==> src/rtl/button_command_front_pkg.sv <==
// Shared constants for the stopwatch button front end and command decoder.
// Button indices here are also used by the downstream decoder.
package button_command_front_pkg;

    localparam int BTN_RESET = 3;
    localparam int BTN_STOP  = 2;
    localparam int BTN_UP    = 1;
    localparam int BTN_DOWN  = 0;

    localparam int NUM_BTNS                = 4;
    localparam int DEFAULT_SYNC_LEVEL      = 2;
    localparam int DEFAULT_DEBOUNCE_CYCLES = 65536;
    localparam int DEFAULT_CNT_BITS        = 17;

endpackage

==> src/rtl/button_command_front_if.sv <==
// Button bundle: raw levels in, debounced levels and one-hot commands out.
// The front end takes the slave side; the board or bench takes the master side.
interface button_command_front_if #(
    parameter int BTNS = 4
);

    logic [BTNS-1:0] btn;
    logic [BTNS-1:0] btn_level;
    logic [BTNS-1:0] cmd_pulse;
    logic            conflict;

    modport master (
        output btn,
        input  btn_level,
        input  cmd_pulse,
        input  conflict
    );

    modport slave (
        input  btn,
        output btn_level,
        output cmd_pulse,
        output conflict
    );

endinterface

==> src/rtl/button_command_front_debounce_bit.sv <==
// One button: synchroniser chain, debounce counter and accepted level.
// A level change is taken only after DEBOUNCE_CYCLES consecutive samples.
module debounce_bit
    import button_command_front_pkg::*;
#(
    parameter int SYNC_LEVEL      = DEFAULT_SYNC_LEVEL,
    parameter int DEBOUNCE_CYCLES = DEFAULT_DEBOUNCE_CYCLES,
    parameter int CNT_BITS        = DEFAULT_CNT_BITS
) (
    input  logic clk,
    input  logic reset_n,
    input  logic btn,
    output logic stable
);

    localparam logic [CNT_BITS-1:0] CNT_LAST = CNT_BITS'(DEBOUNCE_CYCLES - 1);

    logic [SYNC_LEVEL-1:0] sync_q;
    logic [CNT_BITS-1:0]   cnt;
    logic                  s;

    assign s = sync_q[SYNC_LEVEL-1];

    always_ff @(posedge clk or negedge reset_n) begin
        if (!reset_n) begin
            sync_q <= '0;
            cnt    <= '0;
            stable <= 1'b0;
        end else begin
            sync_q <= (sync_q << 1) | SYNC_LEVEL'(btn);
            if (s == stable) begin
                cnt <= '0;
            end else if (cnt == CNT_LAST) begin
                stable <= s;
                cnt    <= '0;
            end else begin
                cnt <= cnt + CNT_BITS'(1);
            end
        end
    end

endmodule

==> src/rtl/button_command_front.sv <==
// Debounced buttons to one-hot command pulses with fixed priority.
// Highest index wins; coincident presses raise a one-cycle conflict flag.
module button_command_front
    import button_command_front_pkg::*;
#(
    parameter int BTNS            = NUM_BTNS,
    parameter int SYNC_LEVEL      = DEFAULT_SYNC_LEVEL,
    parameter int DEBOUNCE_CYCLES = DEFAULT_DEBOUNCE_CYCLES,
    parameter int CNT_BITS        = DEFAULT_CNT_BITS
) (
    input logic                   clk,
    input logic                   reset_n,
    button_command_front_if.slave bus
);

    logic [BTNS-1:0] stable;
    logic [BTNS-1:0] prev_q;
    logic [BTNS-1:0] press;
    logic [BTNS-1:0] winner;
    logic [BTNS-1:0] cmd_q;
    logic            multi;
    logic            conflict_q;

    for (genvar i = 0; i < BTNS; i++) begin : g_btn
        debounce_bit #(
            .SYNC_LEVEL      (SYNC_LEVEL),
            .DEBOUNCE_CYCLES (DEBOUNCE_CYCLES),
            .CNT_BITS        (CNT_BITS)
        ) u_debounce (
            .clk     (clk),
            .reset_n (reset_n),
            .btn     (bus.btn[i]),
            .stable  (stable[i])
        );
    end

    assign press = stable & ~prev_q;
    assign multi = (press & (press - BTNS'(1))) != '0;

    // Later iterations overwrite earlier ones, so the highest index wins.
    always_comb begin
        winner = '0;
        for (int i = 0; i < BTNS; i++) begin
            if (press[i]) begin
                winner = BTNS'(1) << i;
            end
        end
    end

    always_ff @(posedge clk or negedge reset_n) begin
        if (!reset_n) begin
            prev_q     <= '0;
            cmd_q      <= '0;
            conflict_q <= 1'b0;
        end else begin
            prev_q     <= stable;
            cmd_q      <= winner;
            conflict_q <= multi;
        end
    end

    assign bus.btn_level = stable;
    assign bus.cmd_pulse = cmd_q;
    assign bus.conflict  = conflict_q;

endmodule

==> src/flat_wrapper.sv <==
// flat-port wrapper written by rule: the top's interface ports become plain ports
module button_command_front_flat import button_command_front_pkg::*;
#(
    parameter int BTNS            = NUM_BTNS,
    parameter int SYNC_LEVEL      = DEFAULT_SYNC_LEVEL,
    parameter int DEBOUNCE_CYCLES = DEFAULT_DEBOUNCE_CYCLES,
    parameter int CNT_BITS        = DEFAULT_CNT_BITS
)
  (clk, reset_n, bus_btn, bus_btn_level, bus_cmd_pulse, bus_conflict);
  button_command_front_if #(.BTNS(BTNS)) bus_i ();
  input logic clk;
  input logic reset_n;
  input wire logic [$bits(bus_i.btn)-1:0] bus_btn;
  output wire logic [$bits(bus_i.btn_level)-1:0] bus_btn_level;
  output wire logic [$bits(bus_i.cmd_pulse)-1:0] bus_cmd_pulse;
  output wire logic [$bits(bus_i.conflict)-1:0] bus_conflict;
  assign bus_i.btn = bus_btn;
  assign bus_btn_level = bus_i.btn_level;
  assign bus_cmd_pulse = bus_i.cmd_pulse;
  assign bus_conflict = bus_i.conflict;
  button_command_front #(.BTNS(BTNS), .SYNC_LEVEL(SYNC_LEVEL), .DEBOUNCE_CYCLES(DEBOUNCE_CYCLES), .CNT_BITS(CNT_BITS)) u_core (.clk(clk), .reset_n(reset_n), .bus(bus_i));
endmodule
==> config.mk <==
export PLATFORM = sky130hd
export DESIGN_NAME = button_command_front_flat
export DESIGN_NICKNAME = d
export VERILOG_FILES = /design/src/rtl/button_command_front_pkg.sv /design/src/rtl/button_command_front_if.sv /design/src/rtl/button_command_front_debounce_bit.sv /design/src/rtl/button_command_front.sv /design/src/flat_wrapper.sv
export SDC_FILE = /design/constraint.sdc
export NUM_CORES = 1
export LEC_CHECK = 0
export BUFFER_PORTS_ARGS = -buffer_cell sky130_fd_sc_hd__clkbuf_2
export CAP_MARGIN = 10
export CORE_AREA = 2 2 88 90
export CTS_BUF_LIST = sky130_fd_sc_hd__clkbuf_8
export DETAILED_ROUTE_END_ITERATION = 8
export DIE_AREA = 0 0 90 92
export GPL_ROUTABILITY_DRIVEN = 0
export GPL_TIMING_DRIVEN = 0
export PLACE_DENSITY = 0.71
export SYNTH_ARGS = -nofsm -noshare
export SYNTH_HDL_FRONTEND = slang
export SYNTH_SLANG_ARGS = --single-unit
==> constraint.sdc <==
create_clock -name clk -period 5.3 [get_ports clk]
set_clock_uncertainty 0.05 [all_clocks]
set_input_delay 0.265 -clock clk [delete_from_list [all_inputs] [get_ports clk]]
set_output_delay 0.265 -clock clk [all_outputs]
set_load 0.01 [all_outputs]
-- Word level (Yosys, flattened, before mapping)
Index checks and enable logic that the tools add are counted.
- bits of input ports: 6
- logic and storage cells: 56
- register bits: 89
- output and inout bits: 9
- bitwise operators: 11
- multiplexer cells: 12
- equal/unequal tests: 8
- reduce and logical (&&, ||, !) cells: 5
- add/sub/neg operators: 5
- operator list (kind ; count):
    $mux 17 ; 8
    $add 17x1->17 const B ; 4
    $eq 17x16->1 const B ; 4
    $mux 4 ; 3
    $and 4x4->4 ; 2
    $or 2x1->2 ; 4
    $reduce_and 2->1 ; 4
    $eq 1x1->1 ; 4
    $not 1->1 ; 4
    $not 4->4 ; 1
    $reduce_bool 4->1 ; 1
    $sub 4x1->4 const B ; 1
    $mux 1 ; 1

-- Logic depth before layout (Yosys ltp)
- word-level depth: 6
- depth in mapped cells: 7
- mapped depth without buffers: 5

-- By module
A second synthesis with hierarchy kept.
- cell total of the unflattened synthesis: 369
- area, all modules: 4000.1 µm²
- by module, submodules not included (module ; seq. area each (µm²) ; times used ; cells each ; area each (µm²)):
    debounce_bit ; 500.5 ; 4 ; 87 ; 918.4
    button_command_front ; 225.2 ; 1 ; 21 ; 326.6

-- Least setup slack after synthesis
No wires, ideal clock.
- path kind: reg-to-reg
- start: register u_core.g_btn[2].u_debounce.cnt[0]
- end: register u_core.g_btn[2].u_debounce.stable
- path buffers: 1
- cell stages (with the launch flop): 7
- setup time: 125 ps
- data required time: 5125 ps
- arrival: 1766 ps
- clock period less this slack: 1940 ps
- setup slack: 3360 ps
- cells stage by stage: dfrtp_1 > ha_1 > nand4_1 > or4_1 > buf_2 > nor3_1 > mux2_2
- longest elaborated chain between the ends: 2
- RTL lines (item ; RTL line ; RTL):
    from (decl) ; button_command_front_debounce_bit.sv:19 ; logic [CNT_BITS-1:0] cnt;
    from (signal assigned) ; button_command_front_debounce_bit.sv:37 ; cnt <= cnt + CNT_BITS'(1);
    $eq 17x16->1 ; button_command_front_debounce_bit.sv:33 ; end else if (cnt == CNT_LAST) begin
    $reduce_and 2->1 (no source line) ; n/a ;
    to (signal assigned) ; button_command_front_debounce_bit.sv:34 ; stable <= s;
    to (decl) ; button_command_front_debounce_bit.sv:13 ; output logic stable
No other way between the ends.
A chain may end at the register's enable or synchronous reset.

-- Final worst setup path
- start: register u_core.g_btn[2].u_debounce.cnt[0]
- end: register u_core.g_btn[2].u_debounce.cnt[15]
- longest elaborated chain between the ends: 3
- elaborated cells between the ends (all ways): 4
- those cells by class: 1 x add/sub; 1 x eq/ne; 2 x mux
- RTL lines (item ; RTL line ; RTL):
    $add 17x1->17 or $eq 17x16->1 (tied branches) ; button_command_front_debounce_bit.sv:37, button_command_front_debounce_bit.sv:33 ;
    $mux 17 * ; button_command_front_debounce_bit.sv:33 ;
    $mux 17 * ; button_command_front_debounce_bit.sv:31 ; if (s == stable) begin
Mark *: on every way between the ends. The rest lies on a longest branch, timed or not.

==> PnR_summary.wiki <==
{| class="wikitable"
! Metric !! Value
|-
| Run status || finished, final reports clean
|-
| Source-to-sink clock delay at the later pin of the worst-skew pair || ~0.35 ns
|-
| Number of standard cells after synthesis || between 300 and 400
|-
| Count of nets after finishing || between 400 and 500
|-
| Clock-pin slew reported for the worst setup and hold paths after clock tree synthesis || ~0.090 ns
|-
| Share of the cycle needed by the critical path after routing || 40.61%
|-
| Fraction of layout instances using a drive strength above 1 || 12.29%
|-
| Netlist area before placement || roughly 4000 µm²
|-
| Highest ir drop seen on vdd || ~0.00015 V
|-
| Number of DRC violations after detailed routing || 0
|-
| HPWL after DPL || 4369 µm
|-
| Cell with the largest stage delay on the worst path || sky130_fd_sc_hd__or4_1
|-
| Maximum root-to-sink buffer count || 2
|-
| IO Count || 15
|-
| Highest net fanout along the worst path || 10
|-
| Time the final worst path needs with I/O delays and setup || about 2.2 ns
|-
| Path type of the worst setup path || flop to flop
|-
| RSZ-0062 raised after global routing || false
|-
| Largest net degree at the start of global routing || 47
|-
| Fmax || 0.4646 GHz
|-
| Launching element type of the critical path || flop
|-
| Max-cap viol count || 0
|-
| Count of buffers inserted at the top-level ports || 14
|-
| Routed WL per cell || 12.47 µm
|-
| Final ANT Viol Nets || 0
|-
| Required arrival time at the worst endpoint || ~5.5 ns
|-
| First-pass GRT wire length || about 12000 µm
|-
| Placeable core region || about 7400 µm²
|-
| CTS H-Tree Depth || 3
|-
| Overall power after layout || ~1.3 mW
|-
| Sequential fraction of the synthesis area || a little under three fifths
|-
| Number of sinks driven by the clock tree || between 80 and 90
|-
| Slew HR || 59.21%
|-
| Post-cts sizing count || 0
|-
| Synth Net Count || about 380
|-
| TritonCTS clock tree || done
|-
| Via density per instance || 5.128
|-
| CP endpoint kind || flop
|-
| Leakage power || a little under 2 nW
|-
| Effective utilization at floorplan || a little over half
|-
| Detailed-route via count || approximately 2600
|-
| 1st-iter DRT viols || 90
|-
| Max-slew violation count || 0
|-
| Number of buffers created by CTS || 9
|-
| Detailed Route WL || between 6000 and 7000 µm
|-
| Die Span Y || about 90 µm
|-
| Largest incremental delay on the critical path || approximately 0.49 ns
|-
| Final hold vios || 0
|-
| Total power divided by cell area || between 200 and 300 nW/µm²
|-
| Kind of cell adding the most delay to the critical path || simple AND/OR/NAND/NOR gates
|-
| Antenna violations before repair || 0
|-
| Cell chain of the critical path || ha_1 -> nand4_1 -> or4_1 -> buf_2 -> o31ai_4 -> buf_4 -> nor2_1
|-
| Setup TNS after final layout || 0 ns
|-
| Overall track demand over capacity in global routing || between 10% and 20%
|-
| Crit path buf inv count || 2
|-
| Crit path arrival time || around 2.3 ns
|-
| HP Class || flop to flop
|-
| Final setup fails || 0
|-
| Total number of placement rows || 32
|-
| Chip Width || about 90 µm
|-
| Number of diodes || 0
|-
| Cell chosen for the clock root || sky130_fd_sc_hd__clkbuf_8
|-
| Mean post-synth cell area || 10.68 µm²
|-
| Number of different library cells in the post-synthesis netlist || 33
|-
| TritonRoute pass-1 iters || 4
|-
| Number of warnings issued by yosys || 0
|-
| Total of flip-flops plus latches after synthesis || between 80 and 90
|-
| Number of global-route vias before repair || roughly 2700
|-
| Tightest Pin Transition || slightly above 0.6 ns
|-
| Layout overhead on the synthesized area || 13.14%
|-
| Overflow after GRT || 0
|-
| Die ar. || 8280 µm²
|}
==> report_power, final <==
part | internal (mW) | total, mW | switching [mW]
logic | 0.0170 | 0.0466 | 0.0295
registers | 0.689 | 0.698 | 0.00875
clock network | 0.314 | 0.552 | 0.238
total | 1.02 | 1.30 | 0.276
==> synth_stat cells <==
library cell,number,share of area [%]
sky130_fd_sc_hd__dfrtp_1,89,56
sky130_fd_sc_hd__nor2_1,72,6.8
sky130_fd_sc_hd__xnor2_1,38,8.4
sky130_fd_sc_hd__nand2_1,22,2.1
sky130_fd_sc_hd__xor2_1,21,4.6
sky130_fd_sc_hd__nand3_1,19,2.4
sky130_fd_sc_hd__nand4_1,16,2.5
sky130_fd_sc_hd__nor3_1,14,1.8
sky130_fd_sc_hd__nor4_1,10,1.6
sky130_fd_sc_hd__inv_1,9,0.85
sky130_fd_sc_hd__and3_1,8,1.3
sky130_fd_sc_hd__buf_4,6,1.1
sky130_fd_sc_hd__or3_1,5,0.79
sky130_fd_sc_hd__a21oi_1,4,0.51
sky130_fd_sc_hd__ha_1,4,1.3
sky130_fd_sc_hd__mux2_2,4,1.1
sky130_fd_sc_hd__nand2b_1,4,0.63
sky130_fd_sc_hd__buf_2,3,0.38
sky130_fd_sc_hd__o21ai_0,3,0.38
sky130_fd_sc_hd__a31oi_1,2,0.32
sky130_fd_sc_hd__and4_1,2,0.44
sky130_fd_sc_hd__nand3b_1,2,0.38
sky130_fd_sc_hd__o211a_1,2,0.51
sky130_fd_sc_hd__o21ai_2,2,0.44
sky130_fd_sc_hd__or4_1,2,0.38
sky130_fd_sc_hd__and2_1,1,0.16
sky130_fd_sc_hd__nand4_4,1,0.54
sky130_fd_sc_hd__nor2b_1,1,0.16
sky130_fd_sc_hd__o31ai_1,1,0.19
sky130_fd_sc_hd__o31ai_4,1,0.54
sky130_fd_sc_hd__o41ai_4,1,0.69
sky130_fd_sc_hd__or3_2,1,0.19
sky130_fd_sc_hd__or4_4,1,0.28
==> worst reg2reg max path: cells and delay by family (launching register included) <==
family,cells,cell delay [ns]
DFF,1,0.38
AOI/OAI and AO/OA,1,0.29
adders and majority gates,1,0.20
buffers and inverters,2,0.42
and+or+nand+nor,3,0.72
==> worst paths after layout <==
check	start	end	slack (ns)	cells after the start
setup / recovery	u_core.g_btn[2].u_debounce.cnt[0]$_DFF_PN0_	u_core.g_btn[2].u_debounce.cnt[15]$_DFF_PN0_	3.15	7
hold / removal	u_core.g_btn[1].u_debounce.sync_q[0]$_DFF_PN0_	u_core.g_btn[1].u_debounce.sync_q[1]$_DFF_PN0_	0.31	0
setup reg to reg	u_core.g_btn[2].u_debounce.cnt[0]$_DFF_PN0_	u_core.g_btn[2].u_debounce.cnt[15]$_DFF_PN0_	3.15	7
hold reg to reg	u_core.g_btn[1].u_debounce.sync_q[0]$_DFF_PN0_	u_core.g_btn[1].u_debounce.sync_q[1]$_DFF_PN0_	0.31	0
max in group asynchronous	reset_n	u_core.g_btn[0].u_debounce.cnt[0]$_DFF_PN0_	4.14	3
min in group asynchronous	reset_n	u_core.g_btn[1].u_debounce.sync_q[0]$_DFF_PN0_	0.43	2
==> flip-flops by register name (all words and copies together) (netlist names) <==
| name | count |
|---|---|
| u_core.g_btn.u_debounce.cnt | 68 |
| u_core.g_btn.u_debounce.sync_q | 8 |
| u_core.bus.cmd_pulse | 4 |
| u_core.g_btn.u_debounce.stable | 4 |
| u_core.prev_q | 4 |
| u_core.bus.conflict | 1 |
==> layer usage <==
layer	global-route usage, %	share of wire, %
met5	0	0
met1	22.79	48
met4	6.026	0.99
met3	5.177	3.1
met2	29.32	48
==> per-stage QoR <==
stage	cell area, µm²	worst slack (ns)	util, %	cells	hold slack [ns]
floorplan	3961	3.360	-	371	-0.08059
global placement	4159	2.944	55.85	487	0.2845
detailed placement	4189	3.139	56.25	488	0.2896
CTS	4482	3.116	60.18	509	0.3099
global route	4482	3.001	60.18	509	0.3153
finish	4482	3.148	60.18	509	0.3072
==> area by class of cell <==
cell class	count	area, µm²
Fill cell	636	2965
Clock buffer	9	123.9
Sequential cell	89	2227
Clock inverter	7	118.9
Timing Repair Buffer	20	150.1
Inverter	9	33.78
Multi-Input combinational cell	264	1640
Buffer	9	60.06
Tap cell	102	127.6
==> cell families (layout without fill, tap and decap cells) <==
logic type,after synthesis,after routing,share of synthesized area (%)
flip-flops,89,89,56.22
XOR/XNOR,59,59,13.04
buffers and inverters,18,54,2.369
AND/OR/NAND/NOR,181,181,22.39
AO/OA/AOI/OAI,16,16,3.569
adder cells (fa/ha/maj),4,4,1.263
multiplexers,4,4,1.137
==> repair_timing <==
item                                    in CTS  in global routing
setup buffers                                0                  0
endpoints found under the setup margin       0                  0
endpoints found under the hold margin       47                  0
hold buffers                                 5                  0
==> cell usage in the layout (no fill, tap or decap), types with 4 or more instances in the layout <==
cell type                       synthesis  routed
sky130_fd_sc_hd__nor2_1                72      72
sky130_fd_sc_hd__and3_1                 8       8
sky130_fd_sc_hd__a21oi_1                4       4
sky130_fd_sc_hd__nand3_1               19      19
sky130_fd_sc_hd__buf_4                  6       6
sky130_fd_sc_hd__xor2_1                21      21
sky130_fd_sc_hd__ha_1                   4       4
sky130_fd_sc_hd__nand4_1               16      16
sky130_fd_sc_hd__mux2_2                 4       4
sky130_fd_sc_hd__inv_1                  9      10
sky130_fd_sc_hd__nand2_1               22      22
sky130_fd_sc_hd__nor3_1                14      14
sky130_fd_sc_hd__xnor2_1               38      38
sky130_fd_sc_hd__dfrtp_1               89      89
sky130_fd_sc_hd__clkbuf_2               0      13
sky130_fd_sc_hd__nor4_1                10      10
sky130_fd_sc_hd__dlygate4sd3_1          0       5
sky130_fd_sc_hd__nand2b_1               4       4
sky130_fd_sc_hd__or3_1                  5       5
sky130_fd_sc_hd__clkbuf_8               0       9
Power figures use the tool's default switching activity.
